### src/rtl/axi_pkg.sv
`default_nettype none
// ============================================================================
// Module      : axi_pkg
// Description : Shared AXI write-channel widths, FSM state type and the
//               response / burst-type encodings used by the SRAM slave.
// Revision    : 1.0 - initial release
// ============================================================================
package axi_pkg;

    // Channel widths
    localparam int AXI_IDS_BITS  = 8;
    localparam int AXI_ADDR_BITS = 32;
    localparam int AXI_DATA_BITS = 32;
    localparam int AXI_STRB_BITS = 4;
    localparam int AXI_LEN_BITS  = 4;

    // Write responder states
    typedef enum logic [1:0] {
        IDLE = 2'd0,
        DATA = 2'd1,
        RESP = 2'd2
    } state_t;

    // BRESP encodings
    localparam logic [1:0] OKAY   = 2'b00;
    localparam logic [1:0] SLVERR = 2'b10;

    // AWBURST encodings
    localparam logic [1:0] FIXED = 2'd0;
    localparam logic [1:0] INCR  = 2'd1;
    localparam logic [1:0] WRAP  = 2'd2;

    // Every burst type except FIXED walks the word index forward; WRAP is
    // handled as a plain incrementing burst.
    function automatic logic burst_advances(input logic [1:0] burst);
        return burst != FIXED;
    endfunction

endpackage
`default_nettype wire

### src/rtl/axi_burst_addr.sv
`default_nettype none
// ============================================================================
// Module      : axi_burst_addr
// Description : Burst word-index generator. Loads a start index, length and
//               advance mode on the address handshake, then on each accepted
//               beat bumps the beat counter and (for incrementing bursts) the
//               word index modulo 2^SRAM_AW. Flags when the current beat is
//               the one the address phase declared as last.
// Revision    : 1.0 - initial release
// ============================================================================
module axi_burst_addr #(
    parameter int SRAM_AW = 14,
    parameter int LEN_W   = 4
) (
    input  logic               clk,
    input  logic               rst,
    input  logic               load,
    input  logic [SRAM_AW-1:0] load_idx,
    input  logic [LEN_W-1:0]   load_len,
    input  logic               load_incr,
    input  logic               advance,
    output logic [SRAM_AW-1:0] word_idx,
    output logic [LEN_W-1:0]   beat_cnt,
    output logic               last_beat
);

    logic [SRAM_AW-1:0] r_idx;
    logic [LEN_W-1:0]   r_len;
    logic [LEN_W-1:0]   r_cnt;
    logic               r_incr;

    // Load burst parameters on address accept, step on every accepted beat
    always_ff @(posedge clk or negedge rst) begin
        if (!rst) begin
            r_idx  <= '0;
            r_len  <= '0;
            r_cnt  <= '0;
            r_incr <= 1'b0;
        end else if (load) begin
            r_idx  <= load_idx;
            r_len  <= load_len;
            r_cnt  <= '0;
            r_incr <= load_incr;
        end else if (advance) begin
            if (r_incr) begin
                r_idx <= r_idx + SRAM_AW'(1);
            end
            r_cnt <= r_cnt + LEN_W'(1);
        end
    end

    assign word_idx  = r_idx;
    assign beat_cnt  = r_cnt;
    assign last_beat = (r_cnt == r_len);

endmodule
`default_nettype wire

### src/rtl/slave_write.sv
`default_nettype none
// ============================================================================
// Module      : slave_write
// Description : AXI write-channel responder for an on-chip SRAM. Accepts one
//               burst at a time, turns each W beat into a byte-masked SRAM
//               word write in the same cycle, and returns a single B
//               response (SLVERR when WLAST disagrees with AWLEN).
// Revision    : 1.0 - initial release
// ============================================================================
module slave_write
    import axi_pkg::*;
#(
    parameter int SRAM_AW = 14
) (
    input  logic                     clk,
    input  logic                     rst,
    input  logic [AXI_IDS_BITS-1:0]  AWID_S,
    input  logic [AXI_ADDR_BITS-1:0] AWADDR_S,
    input  logic [AXI_LEN_BITS-1:0]  AWLEN_S,
    input  logic [2:0]               AWSIZE_S,
    input  logic [1:0]               AWBURST_S,
    input  logic                     AWVALID_S,
    output logic                     AWREADY_S,
    input  logic [AXI_DATA_BITS-1:0] WDATA_S,
    input  logic [AXI_STRB_BITS-1:0] WSTRB_S,
    input  logic                     WLAST_S,
    input  logic                     WVALID_S,
    output logic                     WREADY_S,
    output logic [AXI_IDS_BITS-1:0]  BID_S,
    output logic [1:0]               BRESP_S,
    output logic                     BVALID_S,
    input  logic                     BREADY_S,
    output logic                     sram_CEB,
    output logic [AXI_STRB_BITS-1:0] sram_WEB,
    output logic [SRAM_AW-1:0]       sram_A,
    output logic [AXI_DATA_BITS-1:0] sram_DI
);

    state_t                   r_state;
    state_t                   w_state_nxt;
    logic [AXI_IDS_BITS-1:0]  r_id;
    logic                     r_err;

    logic                     w_aw_hs;
    logic                     w_w_hs;
    logic                     w_term;
    logic [SRAM_AW-1:0]       w_word_idx;
    logic [AXI_LEN_BITS-1:0]  w_beat_cnt;
    logic                     w_last_beat;
    logic                     w_unused;

    // Size is fixed at 32-bit words and only the word-index address bits matter
    assign w_unused = ^{AWSIZE_S, AWADDR_S[AXI_ADDR_BITS-1:SRAM_AW+2],
                        AWADDR_S[1:0], w_beat_cnt};

    assign w_aw_hs = (r_state == IDLE) && AWVALID_S;
    assign w_w_hs  = (r_state == DATA) && WVALID_S;
    // The burst closes on whichever comes first: WLAST or the AWLEN-th beat
    assign w_term  = w_w_hs && (WLAST_S || w_last_beat);

    axi_burst_addr #(
        .SRAM_AW (SRAM_AW),
        .LEN_W   (AXI_LEN_BITS)
    ) u_burst_addr (
        .clk       (clk),
        .rst       (rst),
        .load      (w_aw_hs),
        .load_idx  (AWADDR_S[SRAM_AW+1:2]),
        .load_len  (AWLEN_S),
        .load_incr (burst_advances(AWBURST_S)),
        .advance   (w_w_hs),
        .word_idx  (w_word_idx),
        .beat_cnt  (w_beat_cnt),
        .last_beat (w_last_beat)
    );

    // State register
    always_ff @(posedge clk or negedge rst) begin
        if (!rst) begin
            r_state <= IDLE;
        end else begin
            r_state <= w_state_nxt;
        end
    end

    // Next-state decode
    always_comb begin
        w_state_nxt = r_state;
        case (r_state)
            IDLE:    if (AWVALID_S) w_state_nxt = DATA;
            DATA:    if (w_term)    w_state_nxt = RESP;
            RESP:    if (BREADY_S)  w_state_nxt = IDLE;
            default:                w_state_nxt = IDLE;
        endcase
    end

    // Capture the ID at address accept; latch the WLAST/AWLEN agreement on the closing beat
    always_ff @(posedge clk or negedge rst) begin
        if (!rst) begin
            r_id  <= '0;
            r_err <= 1'b0;
        end else if (w_aw_hs) begin
            r_id  <= AWID_S;
            r_err <= 1'b0;
        end else if (w_term) begin
            r_err <= WLAST_S ^ w_last_beat;
        end
    end

    // Channel handshakes and SRAM strobes decoded from the current state
    always_comb begin
        AWREADY_S = (r_state == IDLE);
        WREADY_S  = (r_state == DATA);
        BVALID_S  = (r_state == RESP);
        BID_S     = r_id;
        BRESP_S   = r_err ? SLVERR : OKAY;
        sram_DI   = WDATA_S;
        sram_CEB  = 1'b1;
        sram_WEB  = '1;
        sram_A    = '0;
        if (w_w_hs) begin
            sram_CEB = 1'b0;
            sram_WEB = ~WSTRB_S;
            sram_A   = w_word_idx;
        end
    end

endmodule
`default_nettype wire

### config.mk
export PLATFORM = sky130hd
export DESIGN_NAME = slave_write
export DESIGN_NICKNAME = d
export VERILOG_FILES = /design/src/rtl/axi_pkg.sv /design/src/rtl/axi_burst_addr.sv /design/src/rtl/slave_write.sv
export SDC_FILE = /design/constraint.sdc
export NUM_CORES = 1
export LEC_CHECK = 0
export ABC_CLOCK_PERIOD_IN_PS = 1450
export CORE_ASPECT_RATIO = 1.75
export CORE_UTILIZATION = 31
export CTS_CLUSTER_DIAMETER = 120
export CTS_CLUSTER_SIZE = 12
export DETAILED_ROUTE_END_ITERATION = 10
export PLACE_DENSITY_LB_ADDON = 0.12
export SYNTH_ARGS = -nofsm -noshare
export SYNTH_HDL_FRONTEND = slang
export SYNTH_SLANG_ARGS = --single-unit
export TNS_END_PERCENT = 30
### constraint.sdc
create_clock -name clk -period 1.45 [get_ports clk]
set_input_delay 0.2175 -clock clk [delete_from_list [all_inputs] [get_ports clk]]
set_output_delay 0.2175 -clock clk [all_outputs]
set_load 0.01 [all_outputs]
==> results.sh, run 1 <==
export IMPL_status="finished, violations left"
export IMPL_violations="negative setup slack"
export IMPL_finalPower_w=0.00612
export IMPL_hpwl_mm=3.93
export IMPL_synth_xor_area_share_pct=7.20
export IMPL_antenna_found_initial=0
export IMPL_ff2ff_setup_slack_ns=-0.29
export IMPL_diodes=0
export IMPL_die_area_um2=7020
export IMPL_synth_top_cell_area_share_pct=41.1
export IMPL_cts_clk_slew_worst_paths_ns=0.05
export IMPL_cts_max_path_buffers=2
export IMPL_yosysUniqueCellTypes=35
export IMPL_finalSetupViolations=45
export IMPL_gp_congestion=0.766
export IMPL_min_period_over_period_pct=120
export IMPL_final_area_um2=3310
export IMPL_initial_core_util_pct=31.9
export IMPL_placed_cell_area_um2=2880
export IMPL_worstSetupStartpoint="r_state[1]$_DFFE_PN0P_"
export IMPL_insertion_delay_ns=0.28
export IMPL_synth_fa_ha_area_share_pct=1.81
export IMPL_die_y_um=110
export IMPL_power_density_nw_per_um2=1850
export IMPL_grtUsageTotal_pct=17.0
export IMPL_critPathKind="register to register"
export IMPL_synth_warnings=0
export IMPL_crit_fanout=5
export IMPL_avgSynthCellArea_um2=8.62
export IMPL_min_path_type="input port to asynchronous set/reset pin"
export IMPL_area_growth_syn_to_layout_pct=60.1
export IMPL_drtIter0Drc=31
export IMPL_cts_root_buf="clkbuf_16"
export IMPL_postLayoutCoreUtil_pct=51.0
export IMPL_synth_seq_cells=34
export IMPL_critPathLaunchType="register"
export IMPL_wire_per_inst_um=13.9
export IMPL_dr_total_vias=1859
export IMPL_drive_gt1_share_pct=35.4
export IMPL_synth_area_mux_share_pct=1.94
export IMPL_wirelength_mm=5.68
export IMPL_cp_data_arrival_time_ns=1.92
export IMPL_grt_ovfl_total=0
export IMPL_drt_pass1_iter_count=3
export IMPL_cts_buffers=5
export IMPL_path_delay_family="simple AND/OR/NAND/NOR gates"
export IMPL_synth_cells=240
export IMPL_nets=418
export IMPL_drc=0
export IMPL_fmax_mhz=576
export IMPL_fill_cells=652
export IMPL_crit_path_end_kind="register"
export IMPL_synth_compound_area_share_pct=5.51
export IMPL_cts_sinks=34
export IMPL_fin_ws_ns=-0.287
export IMPL_std_cell_rows=39
export IMPL_finalCriticalPeriod_ns=1.74
export IMPL_core_area_um2=6490
export IMPL_synth_top_family_by_area="simple AND/OR/NAND/NOR gates"
export IMPL_cts_htree_levels=2
export IMPL_ff2ff_path_depth=6
export IMPL_grt_pass1_wl_mm=9.05
export IMPL_cts_tree="done"
export IMPL_fin_skew_ns=0.00478
export IMPL_wl_met1_mm=1.99
export IMPL_slew_violations=0
export IMPL_r2r_end="u_burst_addr.word_idx[11]$_DFFE_PN0P_"
export IMPL_ys_seq_area_share_pct=41.1
export IMPL_rr_startpoint="r_state[1]$_DFFE_PN0P_"
export IMPL_syn_area_um2=2070
export IMPL_ant_nets=0
export IMPL_max_stage_delay_ns=0.41
export IMPL_syn_num_nets=334
export IMPL_die_x_um=63.7
export IMPL_final_common_cell="nand2_1"
export IMPL_rsz0062_at_grt="yes"
export IMPL_cp_num_buf_inv=2
export IMPL_topRoutingLayerUsed="met4"
export IMPL_port_buffers=68
export IMPL_path_cells="and3b_4, buf_6, inv_4, nor4_1, a311oi_1, a211oi_1"
export IMPL_cp_data_required_time_ns=1.63
export IMPL_grt_max_degree=35
export IMPL_wl_met3_um=263
export IMPL_p_leak_nw=1.57
export IMPL_synthTopCellsByArea="dfrtp_1 41%, buf_4 12%, nand2_1 12%, xnor2_1 5.5%, and2_1 3.6%"
export IMPL_synthSimpleGateAreaFrac_pct=26.7
export IMPL_ir_drop_mv=0.817
export IMPL_num_io_pins=155
export IMPL_synth_area_leader_cell="dfrtp_1"
export IMPL_mostFrequentLayoutCells="57 x nand2_1, 45 x clkdlybuf4s50_1, 34 x dfrtp_1, 33 x buf_4, 24 x buf_6"
export IMPL_fin_hold_ws_ns=0.310
export IMPL_viasPerCell=4.57
export IMPL_wl_met2_mm=3.26
export IMPL_cap_violations=0
export IMPL_grt_pass1_vias=1971
export IMPL_cp_slowest_cell="dfrtp_1"
export IMPL_hold_viol=0
[state kept, by name (all words and copies together), names as in the netlist]
name                   flops
u_burst_addr.word_idx     14
u_burst_addr.beat_cnt      4
r_err                      1
BID_S                      8
u_burst_addr.r_len         4
u_burst_addr.r_incr        1
r_state                    2
[metrics by stage]
| step | worst slack (ns) | std cells | TNS (ns) |
|---|---|---|---|
| finish | -0.287 | 407 | -4.94 |
| CTS | -0.263 | 404 | -5.23 |
| detailed placement | -0.646 | 386 | -17.28 |
| global route | -0.324 | 407 | -8.37 |
| floorplan | 0.0167 | 240 | 0 |
| global placement | -0.609 | 386 | -16.39 |
[synth_stat cells, drive strengths merged]
cell and number:
nand2 64, buf 37, dfrtp 34, o21ai 14, and2 13, xnor2 13
nor2 12, clkbuf 6, inv 6, nand4 5, nor4 5, mux2i 4
nand3 4, nor3 4, xor2 4, ha 3, a311oi 2, a211oi 1
a21boi 1, a21o 1, and2b 1, and3b 1, and4 1, and4b 1
conb 1, nand4b 1, nor2b 1
[worst max-delay path by stage]
stage | cells past startpoint | end
4_1_cts | 7 | u_burst_addr.word_idx[12]$_DFFE_PN0P_
3_3_place_gp | 7 | u_burst_addr.word_idx[12]$_DFFE_PN0P_
3_5_place_dp | 7 | u_burst_addr.word_idx[12]$_DFFE_PN0P_
2_1_floorplan | 6 | u_burst_addr.word_idx[13]$_DFFE_PN0P_
5_1_grt | 7 | u_burst_addr.word_idx[12]$_DFFE_PN0P_
6_report | 6 | u_burst_addr.word_idx[11]$_DFFE_PN0P_
[cell families (layout without fill, tap and decap cells)]
kind of cell,count (synthesis),count (layout)
other cells,1,1
fa+ha+maj,3,3
simple gates,113,114
flops,34,34
xor+xnor,17,17
compound gates,19,19
buf+inv,49,133
mux,4,4
[per-layer routing]
layer | vias to the layer above | track usage [%]
met3 | 15 | 2.98
li1 | 913 | -
met2 | 49 | 33.8
met5 | - | 0
met4 | 0 | 8.60
met1 | 882 | 16.3
[what timing repair did]
action	in CTS	in global routing
setup buffers	10	7
pin swaps	18	10
cloned	1	0
gates resized for setup	136	34
hold buffers	0	0
setup endpoints to repair	49	46
endpoints found under the hold margin	0	0
[layout make-up]
type | instances | area [um2] | area share (%)
repair buffers | 119 | 1140 | 34.4
multi-input cells | 158 | 1050 | 31.6
flip-flops and latches | 34 | 851 | 25.7
clock buffers | 7 | 143 | 4.31
well taps | 82 | 103 | 3.10
inverters | 6 | 25.0 | 0.756
clock inverters | 1 | 5.00 | 0.151
[power breakdown]
group / leakage [nW] / internal (W) / switching (W)
combinational: 1.08 / 0.00187 / 0.00145
clock: 0.0739 / 0.000680 / 0.000377
sequential: 0.422 / 0.00138 / 0.000366
Power figures use the tool's default switching activity.
==> run 2, diff against run 1 <==
--- a/config.mk
+++ b/config.mk
@@ -11,6 +11,8 @@
 export CTS_CLUSTER_DIAMETER = 120
 export CTS_CLUSTER_SIZE = 12
 export DETAILED_ROUTE_END_ITERATION = 10
+export GPL_ROUTABILITY_DRIVEN = 0
+export GPL_TIMING_DRIVEN = 1
 export PLACE_DENSITY_LB_ADDON = 0.12
 export SYNTH_ARGS = -nofsm -noshare
 export SYNTH_HDL_FRONTEND = slang
==> results of run 2 <==
Final layout, timing and power as in run 1 (identical DEF).
==> run 3, diff against run 2 <==
--- a/config.mk
+++ b/config.mk
@@ -13,6 +13,7 @@
 export DETAILED_ROUTE_END_ITERATION = 10
 export GPL_ROUTABILITY_DRIVEN = 0
 export GPL_TIMING_DRIVEN = 1
+export MAX_ROUTING_LAYER = met4
 export PLACE_DENSITY_LB_ADDON = 0.12
 export SYNTH_ARGS = -nofsm -noshare
 export SYNTH_HDL_FRONTEND = slang
==> run 3 against run 2 <==
Effect of this change: the flow still finishes with violations (negative setup slack); sequential cell count did not move; setup slack improved by 0.0058 ns; total power rose by 0.83%; final area rose by 0.60%; clock skew rose by 0.00064 ns; routed wire length rose by 1.2%; clock power barely moved; critical path type unchanged; highest routed layer unchanged.
==> results.sh, run 3 (synthesis results as in run 1) <==
export IMPL_netSwitchingPower_w=0.00222
export IMPL_layout_cells_non_filler=407
export IMPL_cts_tree="done"
export IMPL_seqPwrFrac_pct=28.4
export IMPL_cts_root_buf="clkbuf_16"
export IMPL_grt_max_degree=35
export IMPL_drtIter0Drc=44
export IMPL_nets=418
export IMPL_pwr_share_clk_pct=17.1
export IMPL_fin_skew_ns=0.00542
export IMPL_path_delay_family="simple AND/OR/NAND/NOR gates"
export IMPL_met1_usage_pct=16.7
export IMPL_critPathKind="register to register"
export IMPL_drive_gt1_share_pct=36.6
export IMPL_ir_drop_mv=0.829
export IMPL_std_cell_rows=39
export IMPL_insertion_delay_ns=0.28
export IMPL_min_period_over_period_pct=119
export IMPL_slew_violations=0
export IMPL_crit_fanout=5
export IMPL_finalSetupViolations=38
export IMPL_largest_register_ffs=14
export IMPL_diodes=0
export IMPL_postLayoutCoreUtil_pct=51.3
export IMPL_viasPerCell=4.58
export IMPL_num_io_pins=155
export IMPL_cp_slowest_cell="dfrtp_1"
export IMPL_final_area_um2=3330
export IMPL_final_common_cell="nand2_1"
export IMPL_placed_cell_area_um2=2880
export IMPL_min_path_type="input port to asynchronous set/reset pin"
export IMPL_drc=0
export IMPL_regArea_um2=851
export IMPL_use_met3_pct=2.67
export IMPL_grtUsageTotal_pct=17.5
export IMPL_cts_buffers=5
export IMPL_path_cells="and3b_4, buf_6, inv_4, nor4_1, a311oi_1, a211oi_1"
export IMPL_rsz0062_at_grt="yes"
export IMPL_antenna_found_initial=0
export IMPL_port_buffers=68
export IMPL_fmax_mhz=578
export IMPL_cp_num_buf_inv=2
export IMPL_cap_violations=0
export IMPL_die_x_um=63.7
export IMPL_combinationalPowerShare_pct=54.5
export IMPL_cts_max_path_buffers=2
export IMPL_drt_pass1_iter_count=3
export IMPL_cp_data_arrival_time_ns=1.91
export IMPL_initial_core_util_pct=31.9
export IMPL_wirelength_mm=5.74
export IMPL_cts_htree_levels=2
export IMPL_use_met2_pct=33.7
export IMPL_fin_ws_ns=-0.281
export IMPL_die_y_um=110
export IMPL_area_growth_syn_to_layout_pct=61.0
export IMPL_status="finished, violations left"
export IMPL_grt_pass1_vias=1964
export IMPL_cts_clk_slew_worst_paths_ns=0.05
export IMPL_multi_input_area_um2=1060
export IMPL_max_stage_delay_ns=0.41
export IMPL_mostFrequentLayoutCells="55 x nand2_1, 45 x clkdlybuf4s50_1, 34 x dfrtp_1, 31 x buf_4, 27 x buf_6"
export IMPL_power_density_nw_per_um2=1850
export IMPL_grt_busiest_layer="met2"
export IMPL_hold_viol=0
export IMPL_violations="negative setup slack"
export IMPL_finalCriticalPeriod_ns=1.73
export IMPL_internal_power_w=0.00395
export IMPL_ant_nets=0
export IMPL_dr_total_vias=1863
export IMPL_cts_sinks=34
export IMPL_cp_data_required_time_ns=1.63
export IMPL_wire_per_inst_um=14.1
export IMPL_die_area_um2=7020
export IMPL_switching_share_pct=36.0
export IMPL_dp_cells=386
export IMPL_hpwl_mm=3.93
export IMPL_core_area_um2=6490
export IMPL_place_ws_ns=-0.646
export IMPL_critPathLaunchType="register"
export IMPL_grt_pass1_wl_mm=9.08
export IMPL_fill_cells=648
export IMPL_p_leak_nw=1.58
export IMPL_grt_ovfl_total=0
export IMPL_crit_path_end_kind="register"
export IMPL_tns_ns=-4.67
-- run 3: cell count changes in the layout (fill, tap and decap cells not counted), moves of 2 or more --
| cell | delta |
|---|---|
| buf_4 | -2 |
| nand2_1 | -2 |
| buf_6 | +3 |
| nand2_2 | +2 |
-- run 3: what timing repair did --
item,4_1_cts,5_1_grt
buffers inserted,10,7
resized for setup,136,39
pin swaps,18,12
cloned,1,0
hold buffers,0,0
endpoints found under the setup margin,49,46
-- run 3: final timing paths --
kind                                        start                                    end  slack, ns  cells after the start
setup / recovery           r_state[1]$_DFFE_PN0P_  u_burst_addr.word_idx[11]$_DFFE_PN0P_      -0.28                      6
hold / removal                                rst                   BID_S[3]$_DFFE_PN0P_       0.31                      2
setup reg to reg           r_state[1]$_DFFE_PN0P_  u_burst_addr.word_idx[11]$_DFFE_PN0P_      -0.28                      6
hold reg to reg              BID_S[1]$_DFFE_PN0P_                   BID_S[1]$_DFFE_PN0P_       0.47                      2
max in group asynchronous                     rst                 r_state[1]$_DFFE_PN0P_       0.96                      2
min in group clk                      WDATA_S[10]                            sram_DI[10]       0.44                      0
-- run 3: area by class of cell --
class	count	share of cell area (%)
clock buffer	7	4.28
clock inverter	1	0.150
inverter	6	0.751
multi-input combinational	158	31.9
sequential	34	25.5
tap	82	3.08
timing repair buffer	119	34.3
-- run 3: per-layer routing --
layer / up-vias / routed length [um]
met5: - / 0
met4: 0 / 142
met3: 13 / 235
met2: 47 / 3290
met1: 891 / 2070
li1: 912 / -
-- run 3: power groups by stage --
stage / combinational (W) / clock [W] / sequential, W
6_report: 0.00336 / 0.00106 / 0.00175
3_3_place_gp: 0.00279 / 0 / 0.00174
3_5_place_dp: 0.00281 / 0 / 0.00174
4_1_cts: 0.00312 / 0.00110 / 0.00176
2_1_floorplan: 0.00129 / 0 / 0.00179
5_1_grt: 0.00370 / 0.00113 / 0.00181
-- run 3: metrics by stage --
stage,total power (W),hold slack (ns)
after floorplan,0.00308,-0.0781
after global placement,0.00453,0.435
after detailed placement,0.00455,0.435
after CTS,0.00597,0.316
after global routing,0.00663,0.325
final,0.00617,0.310
